--- config.mk ---
export PLATFORM = sky130hd
export DESIGN_NAME = hazard_stall_control
export DESIGN_NICKNAME = d
export VERILOG_FILES = /design/src/rtl/hazard_stall_control.sv
export SDC_FILE = /design/constraint.sdc
export NUM_CORES = 1
export LEC_CHECK = 0
export CAP_MARGIN = 30
export CORE_MARGIN = 2
export CORE_UTILIZATION = 32
export CTS_CLUSTER_DIAMETER = 40
export DETAILED_ROUTE_END_ITERATION = 8
export PLACE_DENSITY = 0.81
export SLEW_MARGIN = 15
export SYNTH_ARGS = -nofsm -noshare
export SYNTH_HDL_FRONTEND = slang
export SYNTH_SLANG_ARGS = --single-unit
--- constraint.sdc ---
create_clock -name clock -period 2.6 [get_ports clock]
set_input_delay 0.26 -clock clock [delete_from_list [all_inputs] [get_ports clock]]
set_output_delay 0.26 -clock clock [all_outputs]
set_load 0.01 [all_outputs]
--- src/rtl/hazard_stall_control.sv ---
// Hazard and stall control: load-use interlock, branch flush and
// multdiv handshake FSM with a 64-cycle timeout.
// Ports:
//   clock, reset_n          sole clock, async active-low reset
//   FDIR, DXIR              instructions in F/D and D/X latches
//   branch_taken            X-stage taken branch/jump for DXIR
//   md_ready                multdiv result ready
//   stall_fd, stall_dx      hold PC+F/D, hold D/X
//   nop_dx, nop_xm          load nop into D/X, X/M
//   flush                   kill F/D and D/X
//   md_start, md_timeout    operand capture pulse, timeout pulse
module hazard_stall_control (
  input  logic        clock,
  input  logic        reset_n,
  input  logic [31:0] FDIR,
  input  logic [31:0] DXIR,
  input  logic        branch_taken,
  input  logic        md_ready,
  output logic        stall_fd,
  output logic        stall_dx,
  output logic        nop_dx,
  output logic        nop_xm,
  output logic        flush,
  output logic        md_start,
  output logic        md_timeout
);

  typedef enum logic [1:0] {
    IDLE  = 2'd0,
    START = 2'd1,
    WAIT  = 2'd2,
    DONE  = 2'd3
  } mdState_t;

  localparam logic [4:0] OP_ALU  = 5'd0;
  localparam logic [4:0] OP_BNE  = 5'd2;
  localparam logic [4:0] OP_JR   = 5'd4;
  localparam logic [4:0] OP_ADDI = 5'd5;
  localparam logic [4:0] OP_BLT  = 5'd6;
  localparam logic [4:0] OP_SW   = 5'd7;
  localparam logic [4:0] OP_LW   = 5'd8;

  mdState_t   state;
  logic [5:0] cnt;
  logic       mdStartQ;

  logic [4:0] fdOp, fdRd, fdRs, fdRt;
  logic [4:0] dxOp, dxRd, dxAluOp;
  logic       rsHit, rtHit, rdHit;
  logic       fdReadsDx;
  logic       dxIsMd;
  logic       loadUse;
  logic       mdStall;

  assign fdOp    = FDIR[31:27];
  assign fdRd    = FDIR[26:22];
  assign fdRs    = FDIR[21:17];
  assign fdRt    = FDIR[16:12];
  assign dxOp    = DXIR[31:27];
  assign dxRd    = DXIR[26:22];
  assign dxAluOp = DXIR[6:2];

  assign rsHit = (fdRs == dxRd);
  assign rtHit = (fdRt == dxRd);
  assign rdHit = (fdRd == dxRd);

  // sw data (rd) is served by the memory bypass, only its base
  // register can interlock.
  always_comb begin
    fdReadsDx = 1'b0;
    unique case (1'b1)
      (fdOp == OP_ALU):  fdReadsDx = rsHit | rtHit;
      (fdOp == OP_ADDI): fdReadsDx = rsHit;
      (fdOp == OP_LW):   fdReadsDx = rsHit;
      (fdOp == OP_SW):   fdReadsDx = rsHit;
      (fdOp == OP_BNE):  fdReadsDx = rdHit | rsHit;
      (fdOp == OP_BLT):  fdReadsDx = rdHit | rsHit;
      (fdOp == OP_JR):   fdReadsDx = rdHit;
      default:           fdReadsDx = 1'b0;
    endcase
  end

  assign dxIsMd = (dxOp == OP_ALU) &&
                  ((dxAluOp == 5'd6) || (dxAluOp == 5'd7));

  assign loadUse = (dxOp == OP_LW) && (dxRd != 5'd0) &&
                   fdReadsDx;

  // A mul/div under a taken branch is killed, so it never stalls.
  assign mdStall = ((state == IDLE) && dxIsMd && !branch_taken) ||
                   (state == START) || (state == WAIT);

  always_ff @(posedge clock or negedge reset_n) begin
    if (!reset_n) begin
      state    <= IDLE;
      cnt      <= 6'd0;
      mdStartQ <= 1'b0;
    end else begin
      mdStartQ <= 1'b0;
      unique case (state)
        IDLE: begin
          if (dxIsMd && !branch_taken) begin
            state    <= START;
            cnt      <= 6'd0;
            mdStartQ <= 1'b1;
          end
        end
        START: state <= WAIT;
        WAIT: begin
          if (md_ready || (cnt == 6'd63))
            state <= DONE;
          else
            cnt <= cnt + 6'd1;
        end
        DONE: state <= IDLE;
        default: state <= IDLE;
      endcase
    end
  end

  // Outputs are held low while reset is asserted, even if DX
  // still holds a mul/div.
  assign flush      = reset_n & branch_taken;
  assign stall_dx   = reset_n & mdStall;
  assign nop_xm     = reset_n & mdStall;
  assign stall_fd   = reset_n &
                      (mdStall | (loadUse & !branch_taken));
  assign nop_dx     = reset_n &
                      (branch_taken | (loadUse & !mdStall));
  assign md_start   = mdStartQ;
  assign md_timeout = reset_n & (state == WAIT) &
                      (cnt == 6'd63) & !md_ready;

endmodule

==> flow_summary.ini <==
[worst_setup_path]
crit_chain = clkdlybuf4s50_1, xor2_1, nor4_1, and3_1, nor3_1, o31ai_1, dlygate4sd2_1
slowest_delay_ns = 0.50
cp-start-kind = input port
path_max_fanout = 4
startpoint = DXIR[23]
cp-end-kind = output pin
r2r_slack_ns = 0.56
critPathArrivalTime_ns = 2.07
cp.required_ns = 2.34
rr_startpoint = cnt[0]
crit_path_top_delay_cell = clkdlybuf4s50_1
crit_type = input port to output pin

[power]
switching_share_pct = 42.2
vdd_ir_drop_max_v = 0.000405
comb_power_share_pct = 55.9
power_density_nw_per_um2 = 588
p_clk_share_pct = 13.6
p_leak_nw = 0.581
p_switching_uw = 345
p_seq_share_pct = 30.5
p_int_uw = 473

[synthesis]
synth_area_per_cell_sq_um = 8.45
synth.top_cells.by_area = dfrtp_1 26%, xor2_1 9.1%, ha_1 7.2%
yosysTopAreaCell = dfrtp_1
synth_common_cells = 16 x nand2_1, 9 x dfrtp_1, 9 x nor2_1, 9 x xor2_1, 8 x inv_1
seq_area_frac_synth_pct = 25.9
synthCells = 103
synth-seq-cells = 9
ys.flop_type = dfrtp_1
yosysWarnings = 0
synth-async-reset-ratio_pct = 100
synth_most_common_cell = nand2_1
syn_nets = 176
syn-cell-area_sq_um = 871
synth.top_cell.area_share_pct = 25.9
synthDistinctLibCells = 35
synth_edf_count = 0

[layout]
drive_gt1_share_pct = 8.50
final_cell_area_sq_um = 1390
area_growth_pct = 59.8
fin_util_pct = 55.2
n_antenna_cell = 0
fin_nets = 227

[detailed_routing]
dr.pass1.iters = 4
route.vias.total = 944
wl_per_cell_um = 11.8
ant_nets = 0
routed_wl_mm = 2.16
drc = 0
viasPerCell = 5.16
first_iter_violations = 27

[clock_tree]
cts_sinks = 9
worstSkewPairLatency_ns = 0.27
numCtsBuffers = 3
max-clock-path-buffers = 2
cts_tree = built
path_clk_slew_ns = 0.06
holdBufCountCts = 0
cts_root_buffer = clkbuf_4
cts_htree_levels = 1

[sta]
final.min_clock_period_ns = 2.33
fin_skew_ns = 0.00118
setup_ws_ns = 0.272
report.final.slew_viol_count = 0
rsz0062_at_grt = false
setup_tns_ns = 0
hold_viol_final = 0
fin_crit_sh_pct = 89.5
max_slew_margin_pct = 72.1
whs_ns = 0.359
setup_violations = 0
max_freq_mhz = 430
tightestPinTransition_ns = 0.417

[floorplanning]
rows = 18
dieArea_sq_um = 3150
ios = 75
fp.dieW_um = 56.2
die_h_um = 56.2
start_util_pct = 34.5
core_sq_um = 2520

[placed_design]
gp_congestion = 0.758
dpl.hpwl_mm = 1.87
portBuffers = 44
pre_cts_ws_ns = -0.0221
dpl_cell_area_sq_um = 1370

[global_routing]
antenna_found_initial = 0
grt_max_degree = 13
grt_usage_pct = 14.3
grt-ovfl-total = 0
grt_pass1_vias = 874
grt_pass1_wl_mm = 3.68

[flow_run]
maxCapViolations = 0

[status]
outcome = finished clean

[worst_hold_path]
min_path_type = input port to async pin
==> cells in the final DEF, fill, tap and decap left out, drive strengths merged, types with 2 or more instances in the layout <==
| cell type | n |
|---|---|
| and3 | 2 |
| buf | 4 |
| clkbuf | 4 |
| clkdlybuf4s50 | 42 |
| dfrtp | 9 |
| dlygate4sd2 | 2 |
| ha | 5 |
| inv | 8 |
| nand2 | 16 |
| nand3 | 2 |
| nand4 | 4 |
| nor2 | 9 |
| nor3 | 2 |
| nor4 | 3 |
| nor4b | 2 |
| o211ai | 2 |
| o21ai | 3 |
| o221ai | 2 |
| o31ai | 2 |
| or4 | 2 |
| xnor2 | 6 |
| xor2 | 9 |
==> cell type report <==
cell class                      count  area [sq um]
Fill cell                         242          1130
Sequential cell                     9           225
Multi-Input combinational cell     84           604
Clock buffer                        4          26.3
Inverter                            8          30.0
Timing Repair Buffer               48           468
Tap cell                           30          37.5
==> registers in the layout, indices dropped and copies added, names as in the netlist <==
register	count
state	2
md_start	1
cnt	6
==> repair_timing <==
action,CTS,global route
setup buffers,0,0
gates resized for setup,2,0
endpoints found under the hold margin,0,0
setup endpoints to repair,2,0
==> per-layer routing <==
metal | part of all wire [%] | vias up | wire [um] | GRT usage (%)
met1 | 39 | 425 | 847 | 15.4
met5 | 0 | - | 0 | 0
met2 | 49 | 44 | 1070 | 26.6
met3 | 10 | 3 | 224 | 4.88
li1 | - | 472 | - | -
met4 | 0.79 | 0 | 17 | 3.06
==> worst max-delay path: cells and delay by family <==
family / cells / cell delay [ns]
buf+inv: 2 / 0.81
simple gates: 3 / 0.58
xor+xnor: 1 / 0.20
compound gates: 1 / 0.22
==> power groups by stage <==
stage          registers (mW)  clock network, mW  logic, mW
6_report                0.249              0.112      0.457
5_1_grt                 0.259              0.120      0.510
4_1_cts                 0.249              0.115      0.460
3_5_place_dp            0.251                  0      0.465
3_3_place_gp            0.245                  0      0.445
2_1_floorplan           0.237                  0      0.293
==> metrics by stage <==
step / cells / total power [mW]
finish: 183 / 0.818
floorplan: 103 / 0.530
global placement: 179 / 0.690
CTS: 183 / 0.825
detailed placement: 179 / 0.717
global route: 183 / 0.888
==> cells by family (layout without fill, tap and decap cells) <==
kind of cell	after synthesis	count (layout)	share of synthesized area, %
AO/OA/AOI/OAI	17	17	16.7
adder cells (fa/ha/maj)	5	5	7.18
flip-flops	9	9	25.9
buffers and inverters	10	60	4.74
XOR/XNOR	15	15	15.1
multiplexers	1	1	1.15
AND/OR/NAND/NOR	46	46	29.3
==> path summary, 6_finish.rpt <==
check | endpoint | depth (start not counted)
max | stall_fd | 7
max in group asynchronous | cnt[5] | 2
max reg2reg | cnt[2] | 6
min | cnt[3] | 2
min reg2reg | cnt[3] | 1
min in group clock | cnt[3] | 1
Power figures use the tool's default switching activity.
